### config.mk
export PLATFORM = sky130hd
export DESIGN_NAME = pll_spi_ctrl
export DESIGN_NICKNAME = d
export VERILOG_FILES = /design/src/rtl/pll_spi_pkg.sv /design/src/rtl/pll_spi_regbank.sv /design/src/rtl/pll_spi_ctrl.sv
export SDC_FILE = /design/constraint.sdc
export NUM_CORES = 1
export LEC_CHECK = 0
export CORE_ASPECT_RATIO = 1.25
export CORE_MARGIN = 4
export CORE_UTILIZATION = 60
export DETAILED_ROUTE_END_ITERATION = 7
export GPL_TIMING_DRIVEN = 1
export PLACE_DENSITY = 0.82
export SLEW_MARGIN = 10
export SYNTH_ARGS = -nofsm -noshare
export SYNTH_HDL_FRONTEND = slang
export SYNTH_SLANG_ARGS = --single-unit
### constraint.sdc
create_clock -name SCK -period 8.2 [get_ports SCK]
set_input_delay 1.23 -clock SCK [delete_from_list [all_inputs] [get_ports SCK]]
set_output_delay 1.23 -clock SCK [all_outputs]
set_load 0.01 [all_outputs]
### src/rtl/pll_spi_pkg.sv
// Shared constants for the PLL configuration SPI slave.
// Holds the command codes, the protocol FSM encodings, the register address
// constants and the config reset values, plus small command-decode helpers.
package pll_spi_pkg;

  // Command byte values
  localparam logic [7:0] CMD_WRITE = 8'h80;
  localparam logic [7:0] CMD_READ  = 8'h40;
  localparam logic [7:0] CMD_RDWR  = 8'hC0;

  // Protocol FSM encodings
  localparam logic [1:0] ST_COMMAND = 2'd0;
  localparam logic [1:0] ST_ADDRESS = 2'd1;
  localparam logic [1:0] ST_DATA    = 2'd2;
  localparam logic [1:0] ST_IGNORE  = 2'd3;

  // Read-only ID registers
  localparam logic [7:0] ADDR_MFGR_HI = 8'h00;
  localparam logic [7:0] ADDR_MFGR_LO = 8'h01;
  localparam logic [7:0] ADDR_PROD    = 8'h02;
  localparam logic [7:0] ADDR_MASK    = 8'h03;

  // Channel n occupies ADDR_CH_BASE + 4n .. +3
  localparam logic [7:0] ADDR_CH_BASE = 8'h08;
  localparam logic [1:0] OFS_CFG      = 2'd0;
  localparam logic [1:0] OFS_TRIM_LO  = 2'd1;
  localparam logic [1:0] OFS_TRIM_HI  = 2'd2;

  // Config reset values
  localparam logic EN_RST     = 1'b0;
  localparam logic BYPASS_RST = 1'b1;

  function automatic logic cmd_valid(input logic [7:0] cmd);
    return (cmd == CMD_WRITE) || (cmd == CMD_READ) || (cmd == CMD_RDWR);
  endfunction

  function automatic logic cmd_reads(input logic [7:0] cmd);
    return (cmd == CMD_READ) || (cmd == CMD_RDWR);
  endfunction

  function automatic logic cmd_writes(input logic [7:0] cmd);
    return (cmd == CMD_WRITE) || (cmd == CMD_RDWR);
  endfunction

endpackage

### src/rtl/pll_spi_regbank.sv
// Register bank for the PLL configuration SPI slave.
// Decodes the write address, holds the per-channel config flops and provides
// the combinational readback mux.
//   clk, rst_n          SPI clock, asynchronous active-low reset
//   wr_en               one-cycle write strobe (full byte received)
//   wr_addr, wr_data    write target and byte
//   rd_addr, rd_data    readback address and combinational data
//   bias/cp/vco/bypass  per-channel enables and bypass
//   trim                per-channel trim, channel n at [n*TRIM_W +: TRIM_W]
module pll_spi_regbank
  import pll_spi_pkg::*;
#(
  parameter int unsigned         NUM_PLL  = 2,
  parameter int unsigned         TRIM_W   = 4,
  parameter logic [TRIM_W-1:0]   TRIM_RST = '0,
  parameter logic [11:0]         MFGR_ID  = 12'h456,
  parameter logic [7:0]          PROD_ID  = 8'h11,
  parameter logic [3:0]          MASK_REV = 4'h0
) (
  input  logic                        clk,
  input  logic                        rst_n,
  input  logic                        wr_en,
  input  logic [7:0]                  wr_addr,
  input  logic [7:0]                  wr_data,
  input  logic [7:0]                  rd_addr,
  output logic [7:0]                  rd_data,
  output logic [NUM_PLL-1:0]          bias,
  output logic [NUM_PLL-1:0]          cp,
  output logic [NUM_PLL-1:0]          vco,
  output logic [NUM_PLL-1:0]          bypass,
  output logic [NUM_PLL*TRIM_W-1:0]   trim
);

  logic [NUM_PLL-1:0]             bias_q, bias_d;
  logic [NUM_PLL-1:0]             cp_q, cp_d;
  logic [NUM_PLL-1:0]             vco_q, vco_d;
  logic [NUM_PLL-1:0]             bypass_q, bypass_d;
  logic [NUM_PLL-1:0][TRIM_W-1:0] trim_q, trim_d;

  logic [5:0]  wr_ch, rd_ch;
  logic        wr_hit, rd_hit;
  logic [15:0] wr_trim, rd_trim;

  // Write decode. Trim is widened to 16 bits so either byte can be merged;
  // bits at or above TRIM_W fall away when narrowed back.
  always_comb begin
    wr_ch    = wr_addr[7:2] - 6'd2;
    wr_hit   = wr_en && (wr_addr >= ADDR_CH_BASE) && (wr_ch < 6'(NUM_PLL));
    bias_d   = bias_q;
    cp_d     = cp_q;
    vco_d    = vco_q;
    bypass_d = bypass_q;
    trim_d   = trim_q;
    wr_trim  = '0;
    for (int unsigned n = 0; n < NUM_PLL; n++) begin
      if (wr_hit && (wr_ch == 6'(n))) begin
        wr_trim = 16'(trim_q[n]);
        case (wr_addr[1:0])
          OFS_CFG: begin
            bias_d[n]   = wr_data[0];
            cp_d[n]     = wr_data[1];
            vco_d[n]    = wr_data[2];
            bypass_d[n] = wr_data[3];
          end
          OFS_TRIM_LO: begin
            wr_trim[7:0] = wr_data;
            trim_d[n]    = wr_trim[TRIM_W-1:0];
          end
          OFS_TRIM_HI: begin
            wr_trim[15:8] = wr_data;
            trim_d[n]     = wr_trim[TRIM_W-1:0];
          end
          default: ;
        endcase
      end
    end
  end

  // Readback mux; unmapped and reserved addresses return zero.
  always_comb begin
    rd_data = '0;
    rd_trim = '0;
    rd_ch   = rd_addr[7:2] - 6'd2;
    rd_hit  = (rd_addr >= ADDR_CH_BASE) && (rd_ch < 6'(NUM_PLL));
    case (rd_addr)
      ADDR_MFGR_HI: rd_data = {4'b0, MFGR_ID[11:8]};
      ADDR_MFGR_LO: rd_data = MFGR_ID[7:0];
      ADDR_PROD:    rd_data = PROD_ID;
      ADDR_MASK:    rd_data = {4'b0, MASK_REV};
      default: ;
    endcase
    for (int unsigned n = 0; n < NUM_PLL; n++) begin
      if (rd_hit && (rd_ch == 6'(n))) begin
        rd_trim = 16'(trim_q[n]);
        case (rd_addr[1:0])
          OFS_CFG:     rd_data = {4'b0, bypass_q[n], vco_q[n], cp_q[n], bias_q[n]};
          OFS_TRIM_LO: rd_data = rd_trim[7:0];
          OFS_TRIM_HI: rd_data = rd_trim[15:8];
          default:     rd_data = '0;
        endcase
      end
    end
  end

  always_ff @(posedge clk or negedge rst_n) begin
    if (!rst_n) begin
      bias_q   <= {NUM_PLL{EN_RST}};
      cp_q     <= {NUM_PLL{EN_RST}};
      vco_q    <= {NUM_PLL{EN_RST}};
      bypass_q <= {NUM_PLL{BYPASS_RST}};
      trim_q   <= {NUM_PLL{TRIM_RST}};
    end else begin
      bias_q   <= bias_d;
      cp_q     <= cp_d;
      vco_q    <= vco_d;
      bypass_q <= bypass_d;
      trim_q   <= trim_d;
    end
  end

  assign bias   = bias_q;
  assign cp     = cp_q;
  assign vco    = vco_q;
  assign bypass = bypass_q;
  assign trim   = trim_q;

endmodule

### src/rtl/pll_spi_ctrl.sv
// SPI slave configuring NUM_PLL PLL channels.
// Frame: command byte, address byte, then streaming data bytes with an
// auto-incrementing address. SDI is sampled on SCK rise; SDO/sdo_enb change
// on SCK fall. Protocol state is held in reset while CSB is high.
//   SCK, RST        SPI clock, asynchronous active-low reset
//   VGND, VPWR      power pins
//   CSB, SDI        chip select (active-low), serial data in (MSB first)
//   SDO, sdo_enb    serial data out (MSB first), pad enable (active-low)
//   pll_*           per-channel config outputs, all flops
module pll_spi_ctrl
  import pll_spi_pkg::*;
#(
  parameter int unsigned         NUM_PLL  = 2,
  parameter int unsigned         TRIM_W   = 4,
  parameter logic [TRIM_W-1:0]   TRIM_RST = '0,
  parameter logic [11:0]         MFGR_ID  = 12'h456,
  parameter logic [7:0]          PROD_ID  = 8'h11,
  parameter logic [3:0]          MASK_REV = 4'h0
) (
  inout  wire                         VGND,
  inout  wire                         VPWR,
  input  logic                        SCK,
  input  logic                        RST,
  input  logic                        CSB,
  input  logic                        SDI,
  output logic                        SDO,
  output logic                        sdo_enb,
  output logic [NUM_PLL-1:0]          pll_bias_ena,
  output logic [NUM_PLL-1:0]          pll_cp_ena,
  output logic [NUM_PLL-1:0]          pll_vco_ena,
  output logic [NUM_PLL-1:0]          pll_bypass,
  output logic [NUM_PLL*TRIM_W-1:0]   pll_trim
);

  logic unused_pwr;
  assign unused_pwr = VGND ^ VPWR;

  logic       rst_proto_n;
  logic [1:0] state_q, state_d;
  logic [2:0] bit_cnt_q, bit_cnt_d;
  logic [6:0] shift_q, shift_d;
  logic [7:0] cmd_q, cmd_d;
  logic [7:0] addr_q, addr_d;
  logic [7:0] tx_q, tx_d;
  logic       sdo_q, sdo_d;
  logic       sdo_enb_q, sdo_enb_d;
  logic       sdo_drive;
  logic [7:0] byte_in;
  logic       byte_done;
  logic       wr_en;
  logic [7:0] rd_addr, rd_data;

  assign rst_proto_n = RST & ~CSB;
  assign byte_in     = {shift_q, SDI};
  assign byte_done   = (bit_cnt_q == 3'd7);

  // The SDO shifter lives in the rise domain: it is loaded on the rise that
  // completes a byte with the register the next byte will stream, so the fall
  // that follows only has to copy bit 7 out. In read-write the old value is
  // therefore captured before the same-rise write lands.
  assign rd_addr = (state_q == ST_ADDRESS) ? byte_in : addr_q + 8'd1;

  always_comb begin
    state_d   = state_q;
    bit_cnt_d = bit_cnt_q + 3'd1;
    shift_d   = byte_in[6:0];
    cmd_d     = cmd_q;
    addr_d    = addr_q;
    tx_d      = {tx_q[6:0], 1'b0};
    wr_en     = 1'b0;
    case (state_q)
      ST_COMMAND: begin
        if (byte_done) begin
          cmd_d   = byte_in;
          state_d = cmd_valid(byte_in) ? ST_ADDRESS : ST_IGNORE;
        end
      end
      ST_ADDRESS: begin
        if (byte_done) begin
          addr_d  = byte_in;
          state_d = ST_DATA;
          tx_d    = rd_data;
        end
      end
      ST_DATA: begin
        if (byte_done) begin
          wr_en  = cmd_writes(cmd_q);
          addr_d = addr_q + 8'd1;
          tx_d   = rd_data;
        end
      end
      default: bit_cnt_d = bit_cnt_q;
    endcase
  end

  always_ff @(posedge SCK or negedge rst_proto_n) begin
    if (!rst_proto_n) begin
      state_q   <= ST_COMMAND;
      bit_cnt_q <= '0;
      shift_q   <= '0;
      cmd_q     <= '0;
      addr_q    <= '0;
      tx_q      <= '0;
    end else begin
      state_q   <= state_d;
      bit_cnt_q <= bit_cnt_d;
      shift_q   <= shift_d;
      cmd_q     <= cmd_d;
      addr_q    <= addr_d;
      tx_q      <= tx_d;
    end
  end

  always_comb begin
    sdo_drive = (state_q == ST_DATA) && cmd_reads(cmd_q);
    sdo_enb_d = ~sdo_drive;
    sdo_d     = sdo_drive & tx_q[7];
  end

  always_ff @(negedge SCK or negedge rst_proto_n) begin
    if (!rst_proto_n) begin
      sdo_q     <= 1'b0;
      sdo_enb_q <= 1'b1;
    end else begin
      sdo_q     <= sdo_d;
      sdo_enb_q <= sdo_enb_d;
    end
  end

  assign SDO     = sdo_q;
  assign sdo_enb = sdo_enb_q;

  pll_spi_regbank #(
    .NUM_PLL  (NUM_PLL),
    .TRIM_W   (TRIM_W),
    .TRIM_RST (TRIM_RST),
    .MFGR_ID  (MFGR_ID),
    .PROD_ID  (PROD_ID),
    .MASK_REV (MASK_REV)
  ) u_regbank (
    .clk     (SCK),
    .rst_n   (RST),
    .wr_en   (wr_en),
    .wr_addr (addr_q),
    .wr_data (byte_in),
    .rd_addr (rd_addr),
    .rd_data (rd_data),
    .bias    (pll_bias_ena),
    .cp      (pll_cp_ena),
    .vco     (pll_vco_ena),
    .bypass  (pll_bypass),
    .trim    (pll_trim)
  );

endmodule

== Yosys cells after proc, flatten, opt, wreduce, memory -nomap -nowiden ==
Index checks and enable logic that the tools add are counted.

* Logic and storage cells: 94
* Flip-flop bits (word level): 54
* Output and inout bits: 20

* Add/sub/neg operators: 4
* Equality and inequality tests: 18
* $lt $le $gt $ge: 4
* Bitwise operators: 4
* Mux-type cells: 17
* Reductions and logical operators: 29

{| class="wikitable"
|+ Operators with widths
! kind !! number
|-
| two-way mux 8 bit || 7
|-
| == test 8 bit, second input constant || 4
|-
| one-hot mux 7 bit (3 select lines) || 1
|-
| == test 8 x 7 -> 1 bit, second input constant || 2
|-
| >= comparator 8 x 4 -> 1 bit, second input constant || 2
|-
| one-hot mux 4 bit (2 select lines) || 2
|-
| one-hot mux 8 bit (2 select lines) || 1
|-
| == test 6 x 1 -> 1 bit, second input constant || 2
|-
| zero test 6 bit || 2
|-
| < comparator 6 x 2 -> 1 bit, second input constant || 2
|-
| subtractor 6 x 2 -> 6 bit, second input constant || 2
|-
| AND reduction 2 bit || 5
|-
| adder 8 x 1 -> 8 bit, second input constant || 1
|-
| == test 8 x 1 -> 1 bit, second input constant || 1
|-
| == test 8 x 2 -> 1 bit, second input constant || 1
|-
| logical AND 1 bit || 8
|-
| zero test 8 bit || 1
|-
| == test 2 x 1 -> 1 bit, second input constant || 3
|-
| zero test 2 bit || 3
|-
| two-way mux 2 bit || 3
|-
| != test 2 bit, second input constant || 3
|-
| AND reduction 3 bit || 2
|-
| logical OR 1 bit || 4
|-
| one-hot mux 2 bit (2 select lines) || 1
|-
| 9 further kinds || 13
|}

== Logic depth before layout (Yosys ltp) ==
Gate-level depths: netlist of the first run.

* Word-level depth: 10
* Gate-level depth with buffers: 12

== Hierarchy ==
A second synthesis of the first run with hierarchy kept.

* Cells, all modules: 236
* Area, all modules: 2,812.7 um^2

{| class="wikitable"
|+ By module, submodules not included
! module !! times used !! area an instance (um^2) !! cells each
|-
| pll_spi_ctrl || 1 || 1,874.3 || 162
|-
| pll_spi_regbank || 1 || 938.4 || 74
|}

==> impl_metrics.env, run 1 <==
export IMPL_status="completed"
export IMPL_yosysWarnings=0
export IMPL_peakVddDrop_v=0.0001249
export IMPL_drt_pass1_iterations=4
export IMPL_wirelength_um=6022
export IMPL_max_stage_delay_ns=0.52
export IMPL_power_w=0.0004304
export IMPL_cpMaxStageDelayCell="clkdlybuf4s50_1"
export IMPL_wl_per_cell_um=17.40
export IMPL_yosysSeqAreaShare_pct=47.84
export IMPL_arrival_ns=5.49
export IMPL_switching_power_w=0.00009857
export IMPL_clock_latency_ns=0.36
export IMPL_numCtsBuffers=5
export IMPL_path_class="flop to output pin"
export IMPL_p_seq_share_pct=63.2
export IMPL_cts_tree="built"
export IMPL_coreArea_um2=4493
export IMPL_cts_buffer_depth=2
export IMPL_ant_nets=0
export IMPL_dp_hpwl_um=4446
export IMPL_nets=306
export IMPL_crit_path_end_kind="output pin"
export IMPL_row_count=27
export IMPL_finClkSkew_ns=0.05243
export IMPL_grt_remaining_overflow=0
export IMPL_p_int_w=0.0003319
export IMPL_p_sw_share_pct=22.90
export IMPL_netlist_area_leader_share_pct=44.17
export IMPL_grt_pass1_vias=2225
export IMPL_cp_num_buf_inv=1
export IMPL_drv_slew=0
export IMPL_synth_edff_count=0
export IMPL_finalSetupViolCount=0
export IMPL_grtUsageTotal_pct=22.49
export IMPL_via_per_inst=6.046
export IMPL_worst_pin_slew_ns=0.8407
export IMPL_fin_tns_setup_ns=0
export IMPL_postCtsSetupBuffers=0
export IMPL_grt_pass1_wl_um=10400
export IMPL_io_pins=24
export IMPL_yosysTopAreaCell="dfrtp_1"
export IMPL_vias=2092
export IMPL_comb_power_share_pct=2.3
export IMPL_hold_buffers=0
export IMPL_ys_seq_elements=54
export IMPL_drive_above_1_share_pct=17.01
export IMPL_place_gp_congestion=0.7876
export IMPL_die_area_um2=5891
export IMPL_cts_sinks=54
export IMPL_synthTopCellsByArea="dfrtp_1 44%, mux2_2 10%, ha_1 5.7%"
export IMPL_p_per_area_nw_per_um2=134.9
export IMPL_grt_antenna_before_repair=0
export IMPL_relSlewSlack_pct=43.96
export IMPL_worstPathMaxFanout=1
export IMPL_crit_chain="clkdlybuf4s50_1"
export IMPL_p_leak_nw=1.397
export IMPL_rsz0062_at_grt="false"
export IMPL_cts_max_level=2
export IMPL_grt_max_degree=36
export IMPL_drt_iter0_drc=101
export IMPL_start_util_pct=63.05
export IMPL_synthFlopType="dfrtp_1"
export IMPL_async_flop_share_pct=100.0
export IMPL_clkPwrFrac_pct=34.5
export IMPL_die_y_um=84.82
export IMPL_ctsResizeCount=0
export IMPL_io_buffers=21
export IMPL_multi_input_area_um2=1390
export IMPL_syn_inst=266
export IMPL_seq_area_um2=1355
export IMPL_untimed_endpoints=2
export IMPL_syn_num_nets=285
export IMPL_avgSynthCellArea_um2=10.65
export IMPL_holdCritPathClass="flop to flop"
export IMPL_die_w_um=69.46
export IMPL_synth_cell_types=46
export IMPL_cts_root_buffer="clkbuf_8"
export IMPL_drv_cap=0
export IMPL_syn_area_um2=2833
export IMPL_nFillCells=343
export IMPL_clk_pin_slew_ns=0.09
export IMPL_diodes=0
export IMPL_areaGrowthSynthToFinish_pct=12.63
export IMPL_post_route_drc_count=0
export IMPL_critPathTopFamily="buffers and inverters"
export IMPL_critical_path_startpoint_type="flop"
export IMPL_hold_viol_final=0
export IMPL_worstPathRequired_ns=6.97
## power by group through the flow
stage                     clock network [W]  registers, W    logic, W
after CTS                          0.000152      0.000272   0.0000104
after detailed placement         0.00000153      0.000277   0.0000103
after floorplan                  0.00000153      0.000275  0.00000402
final                              0.000149      0.000272  0.00000988
after global placement           0.00000153      0.000277   0.0000102
after global routing               0.000165      0.000273   0.0000112
## metal layers
layer / up-vias / routed length [um] / GRT usage (%)
met2: 57 / 3052 / 38.19
li1: 984 / - / -
met1: 1035 / 2524 / 26.93
met4: 0 / 201 / 11.01
met3: 16 / 244 / 5.095
met5: - / 0 / 0
## through the flow
stage | std cells | utilization [%] | setup slack [ns] | area (um2) | hold WS [ns]
final | 346 | 71.01 | 1.481 | 3191 | 0.4556
after global routing | 346 | 71.01 | 1.430 | 3191 | 0.4757
after CTS | 346 | 71.01 | 1.470 | 3191 | 0.4492
after detailed placement | 338 | 69.06 | 1.844 | 3103 | 0.4269
after global placement | 338 | 69.06 | 1.859 | 3103 | 0.4244
after floorplan | 266 | - | 0.7260 | 2833 | 0.3830
## cell type report
type / instances / share of cell area (%)
multi-input cells: 188 / 43.57
flip-flops and latches: 54 / 42.47
repair buffers: 24 / 7.294
well taps: 58 / 2.275
clock buffers: 5 / 2.157
inverters: 13 / 1.529
clock inverters: 4 / 0.7059
## cells in the mapped netlist, types with 3 or more instances
cell / instances
a21oi_1: 15
and2_0: 4
and3_1: 4
clkbuf_1: 7
dfrtp_1: 50
dfstp_2: 3
ha_1: 13
inv_1: 14
mux2_2: 26
mux4_2: 4
nand2_1: 22
nand3_1: 8
nand4_1: 3
nor2_1: 19
nor3_1: 6
nor4_1: 3
o211ai_1: 3
o21ai_0: 15
o22ai_1: 6
xnor2_1: 8
## path summary, 6_finish.rpt
path,from,endpoint,slack (ns),cells past startpoint
setup / recovery,sdo_enb,sdo_enb,1.48,1
hold / removal,shift_q[5],shift_q[6],0.46,0
setup reg to reg,state_q[0],SDO,2.75,4
hold reg to reg,shift_q[5],shift_q[6],0.46,0
max in group asynchronous,RST,sdo_enb,2.39,3
min in group asynchronous,CSB,bit_cnt_q[2],1.23,2
## logic make-up (layout without fill, tap and decap cells)
family          count (synthesis)  after routing  share of synthesized area, %
compound gates                 54             54                         11.88
xor+xnor                        9              9                         2.783
fa+ha+maj                      13             13                         5.742
buf+inv                        24             46                         3.357
flops                          54             54                         47.84
mux                            32             32                         14.22
simple gates                   80             80                         14.18
## flip-flops by register name, summed over array words and instances, names as in the netlist
| register | cells |
|---|---|
| SDO | 1 |
| addr_q | 8 |
| bit_cnt_q | 3 |
| cmd_q | 8 |
| sdo_enb | 1 |
| shift_q | 7 |
| state_q | 2 |
| tx_q | 8 |
| u_regbank.bias | 2 |
| u_regbank.bypass | 2 |
| u_regbank.cp | 2 |
| u_regbank.trim | 8 |
| u_regbank.vco | 2 |
## cell usage in the layout, fill, tap and decap left out, drive strengths merged, types with 3 or more instances in the layout
cell           instances
inv                   15
clkbuf                 5
dfstp                  3
nand3                  8
ha                    13
a21boi                 3
and2                   6
dfrtp                 50
buf                    3
nor4                   3
and3                   4
clkdlybuf4s50         21
mux2                  26
nor3                   6
nand4                  4
xnor2                  8
a21oi                 16
o211ai                 3
o21ai                 15
mux4                   4
nor2                  19
o22ai                  6
nand2                 22
Note: power is estimated with default switching activity, not from simulation.
==> run 2: changes to the inputs <==
Settings changed: CORE_UTILIZATION 60 to 52, PLACE_DENSITY 0.82 to 0.76.
Clock period 8.2 ns to 6.1 ns, I/O delays scaled along.
==> run 2 against run 1 <==
  * Clock skew up 0.0010 ns
  * Cell area up 0.35%
  * Worst setup slack got worse by 0.74 ns
  * Clock power grew 35%
  * Global-route usage fell by 3.0 points
  * Critical endpoint unchanged
  * Highest routed layer unchanged
==> impl_metrics.env, run 2 (same netlist as run 1, synthesis figures left out) <==
export IMPL_p_sw_share_pct=22.84
export IMPL_drt_iter0_drc=126
export IMPL_postCtsSetupBuffers=0
export IMPL_p_per_area_nw_per_um2=181.1
export IMPL_cp_num_buf_inv=1
export IMPL_place_gp_congestion=0.8279
export IMPL_critPathTopFamily="buffers and inverters"
export IMPL_crit_chain="clkdlybuf4s50_1"
export IMPL_finalSetupViolCount=0
export IMPL_nets=307
export IMPL_ant_nets=0
export IMPL_cpMaxStageDelayCell="clkdlybuf4s50_1"
export IMPL_final_common_cell="dfrtp_1"
export IMPL_diodes=0
export IMPL_die_w_um=74.02
export IMPL_arrival_ns=4.44
export IMPL_grtUsageTotal_pct=19.49
export IMPL_grt_remaining_overflow=0
export IMPL_path_class="flop to output pin"
export IMPL_row_count=29
export IMPL_fin_hold_ws_ns=0.4327
export IMPL_grt_pass1_wl_um=10180
export IMPL_cts_root_buffer="clkbuf_8"
export IMPL_grt_antenna_before_repair=0
export IMPL_hold_buffers=0
export IMPL_numCtsBuffers=5
export IMPL_p_leak_nw=1.403
export IMPL_drt_pass1_iterations=4
export IMPL_drive_above_1_share_pct=16.96
export IMPL_grt_max_degree=37
export IMPL_relSlewSlack_pct=57.54
export IMPL_io_buffers=21
export IMPL_cts_max_level=2
export IMPL_clkPwrFrac_pct=34.7
export IMPL_finClkSkew_ns=0.05344
export IMPL_cts_tree="built"
export IMPL_fin_util_pct=61.71
export IMPL_cts_sinks=54
export IMPL_coreArea_um2=5189
export IMPL_io_pins=24
export IMPL_clk_pin_slew_ns=0.10
export IMPL_status="completed"
export IMPL_grt_pass1_vias=2072
export IMPL_die_y_um=90.52
export IMPL_areaGrowthSynthToFinish_pct=13.03
export IMPL_wl_per_cell_um=17.01
export IMPL_untimed_endpoints=2
export IMPL_mostFrequentLayoutCells="50 x dfrtp_1, 26 x mux2_2, 22 x nand2_1"
export IMPL_comb_power_share_pct=2.3
export IMPL_ctsResizeCount=0
export IMPL_drv_slew=0
export IMPL_p_seq_share_pct=63.0
export IMPL_switching_power_w=0.0001325
export IMPL_rsz0062_at_grt="false"
export IMPL_worst_pin_slew_ns=0.6356
export IMPL_worstPathRequired_ns=5.18
export IMPL_worstPathMaxFanout=1
export IMPL_p_int_w=0.0004475
export IMPL_max_stage_delay_ns=0.52
export IMPL_holdCritPathClass="flop to flop"
export IMPL_fin_tns_setup_ns=0
export IMPL_critical_path_startpoint_type="flop"
export IMPL_cts_buffer_depth=2
export IMPL_drv_cap=0
export IMPL_post_route_drc_count=0
export IMPL_hold_viol_final=0
export IMPL_crit_path_end_kind="output pin"
export IMPL_vias=2058
export IMPL_peakVddDrop_v=0.0001549
export IMPL_multi_input_area_um2=1390
export IMPL_via_per_inst=5.863
export IMPL_dp_hpwl_um=4283
export IMPL_die_area_um2=6700
export IMPL_clock_latency_ns=0.36
export IMPL_wirelength_um=5971
export IMPL_nFillCells=441
export IMPL_power_w=0.0005800
export IMPL_seq_area_um2=1355
export IMPL_start_util_pct=54.59
-- run 2: changes by cell type in the layout (fill, tap and decap cells not counted), sizes merged --
| cell | before | now |
|---|---|---|
| buf | 3 | 4 |
| clkinvlp | 1 | 0 |
| clkbuf | 5 | 6 |
-- run 2: final cells by class --
class,instances,share of cell area (%)
clock inverter,3,0.5471
tap,62,2.423
clock buffer,6,2.267
timing repair buffer,25,7.503
sequential,54,42.32
inverter,13,1.524
multi-input combinational,188,43.42
-- run 2: metal layers --
metal	track usage, %	routed length [um]
met1	26.34	2717
met2	31.43	2949
met3	3.452	208
met4	6.042	95
met5	0	0
-- run 2: worst paths after layout --
check / from / to / slack (ns) / depth (start not counted)
max reg2reg: state_q[0] / SDO / 1.63 / 4
min: shift_q[5] / shift_q[6] / 0.43 / 0
max: sdo_enb / sdo_enb / 0.75 / 1
min reg2reg: shift_q[5] / shift_q[6] / 0.43 / 0
min in group asynchronous: RST / u_regbank.cp[0] / 0.91 / 2
max in group asynchronous: RST / sdo_enb / 1.68 / 3
-- run 2: power groups by stage --
stage                      Clock (W)  Combinational (W)  Sequential (W)
after floorplan           0.00000205         0.00000551        0.000370
after global placement    0.00000205          0.0000136        0.000373
after detailed placement  0.00000205          0.0000139        0.000373
after CTS                   0.000206          0.0000138        0.000366
after global routing        0.000221          0.0000151        0.000366
final                       0.000201          0.0000133        0.000366
-- run 2: per-stage QoR --
step	worst slack, ns	area, um2	instances
2_1_floorplan	0.9861	2835	266
3_3_place_gp	1.123	3115	343
3_5_place_dp	1.116	3115	343
4_1_cts	0.7373	3202	351
5_1_grt	0.6905	3202	351
6_report	0.7452	3202	351
==> run 3: changes to the inputs <==
Settings changed: CORE_UTILIZATION 52 to 60, PLACE_DENSITY 0.76 to 0.82.
Clock period 6.1 ns to 6.6 ns, I/O delays scaled along.
==> run 3 against run 2 <==
  * Worst hold slack better by 0.013 ns
  * Register-to-register slack better by 0.28 ns
  * Wire length is 5.2% higher
  * Flip-flop and latch count stayed put
  * Worst setup slack better by 0.18 ns
  * Cell count is 1.4% lower
  * Critical path type unchanged
  * Clock skew is 0.0024 ns higher
  * Non-clock buffer count is 1 lower
  * Power is 0.10% lower
  * Sequential power is 7.7% lower
  * Via count is 3.6% higher
  * Combinational power is 5% lower
==> impl_metrics.env, run 3 (same netlist as run 1, synthesis figures left out) <==
export IMPL_status="completed"
export IMPL_cts_root_buffer="clkbuf_8"
export IMPL_via_per_inst=6.162
export IMPL_hold_viol_final=0
export IMPL_diodes=0
export IMPL_worst_pin_slew_ns=0.8378
export IMPL_finClkSkew_ns=0.05582
export IMPL_max_stage_delay_ns=0.52
export IMPL_rr_worst_depth=4
export IMPL_critPathTopFamily="buffers and inverters"
export IMPL_areaGrowthSynthToFinish_pct=13.47
export IMPL_coreArea_um2=4493
export IMPL_cts_tree="built"
export IMPL_die_y_um=84.82
export IMPL_setup_slack_ns=0.9212
export IMPL_critical_path_startpoint_type="flop"
export IMPL_cp_num_buf_inv=1
export IMPL_relSlewSlack_pct=44.15
export IMPL_arrival_ns=4.69
export IMPL_reg2reg_to="SDO"
export IMPL_r2r_setup_slack_ns=1.91
export IMPL_r2r_start="state_q[0]"
export IMPL_endpoint="sdo_enb"
export IMPL_io_buffers=21
export IMPL_grt_max_degree=36
export IMPL_cts_max_level=2
export IMPL_grt_remaining_overflow=0
export IMPL_wirelength_um=6281
export IMPL_p_per_area_nw_per_um2=180.2
export IMPL_cts_sinks=54
export IMPL_drt_pass1_iterations=4
export IMPL_rsz0062_at_grt="false"
export IMPL_final_common_cell="dfrtp_1"
export IMPL_crit_cells=1
export IMPL_cts_buffer_depth=2
export IMPL_ant_nets=0
export IMPL_untimed_endpoints=2
export IMPL_drv_cap=0
export IMPL_postCtsSetupBuffers=0
export IMPL_drive_above_1_share_pct=16.67
export IMPL_p_leak_nw=1.408
export IMPL_clk_pin_slew_ns=0.10
export IMPL_worstPathMaxFanout=1
export IMPL_drv_slew=0
export IMPL_grtUsageTotal_pct=22.57
export IMPL_path_class="flop to output pin"
export IMPL_ctsResizeCount=0
export IMPL_worstPathRequired_ns=5.61
export IMPL_peakVddDrop_v=0.0001621
export IMPL_io_pins=24
export IMPL_mostFrequentLayoutCells="50 x dfrtp_1, 26 x mux2_2, 22 x nand2_1"
export IMPL_grt_pass1_wl_um=10700
export IMPL_nets=306
export IMPL_holdCritPathClass="flop to flop"
export IMPL_hold_buffers=0
export IMPL_critPathLaunch="sdo_enb"
export IMPL_vias=2132
export IMPL_wl_per_cell_um=18.15
export IMPL_clock_latency_ns=0.36
export IMPL_row_count=27
export IMPL_die_w_um=69.46
export IMPL_start_util_pct=63.05
export IMPL_crit_path_end_kind="output pin"
export IMPL_fin_tns_setup_ns=0
export IMPL_die_area_um2=5891
export IMPL_numCtsBuffers=5
export IMPL_crit_chain="clkdlybuf4s50_1"
export IMPL_power_w=0.0005794
export IMPL_place_gp_congestion=0.7850
export IMPL_finalSetupViolCount=0
export IMPL_grt_pass1_vias=2280
export IMPL_cpMaxStageDelayCell="clkdlybuf4s50_1"
export IMPL_pre_cts_ws_ns=1.285
export IMPL_drt_iter0_drc=159
export IMPL_grt_antenna_before_repair=0
export IMPL_post_route_drc_count=0
export IMPL_dp_hpwl_um=4473
run 3: cell count changes in the layout (fill, tap and decap cells not counted):
cell / previous run / this run
buf_4: 4 / 3
clkbuf_1: 1 / 0
bufinv_16: 0 / 1
clkinv_2: 1 / 0
clkinv_1: 0 / 1
run 3: layer usage:
layer | track usage [%] | wire [um] | vias to the layer above
met3 | 4.739 | 312 | 12
met5 | 0 | 0 | -
met2 | 40.63 | 3293 | 71
li1 | - | - | 987
met4 | 7.105 | 129 | 0
met1 | 26.93 | 2545 | 1062
run 3: report_power, final:
part           leakage [nW]  switching [W]  internal [W]  total [W]
Sequential            0.712     0.00000487      0.000333   0.000338
Combinational         0.635     0.00000886    0.00000380  0.0000127
Clock                0.0615       0.000114      0.000114   0.000229
run 3: per-stage QoR:
step	instances	util (%)	instance area (um2)	hold WS (ns)
6_report	346	71.54	3214	0.4457
4_1_cts	346	71.54	3214	0.4501
3_5_place_dp	338	69.06	3103	0.4275
3_3_place_gp	338	69.06	3103	0.4253
2_1_floorplan	266	-	2833	0.3830
5_1_grt	346	71.54	3214	0.4752
run 3: final cells by class:
class                      instances  area, um2
clock buffer                       5      68.82
clock inverter                     4      46.29
fill                             334       1279
inverter                          13      48.80
multi-input combinational        188       1390
sequential                        54       1355
tap                               58      72.57
timing repair buffer              24      232.7
run 3: how the worst min path moves through the flow:
stage / start / to / slack [ns] / depth (start not counted)
after floorplan: shift_q[5] / shift_q[6] / 0.38 / 0
after global placement: shift_q[5] / shift_q[6] / 0.43 / 0
after detailed placement: shift_q[5] / shift_q[6] / 0.43 / 0
after CTS: shift_q[5] / shift_q[6] / 0.45 / 0
after global routing: shift_q[5] / shift_q[6] / 0.48 / 0
final: shift_q[5] / shift_q[6] / 0.45 / 0
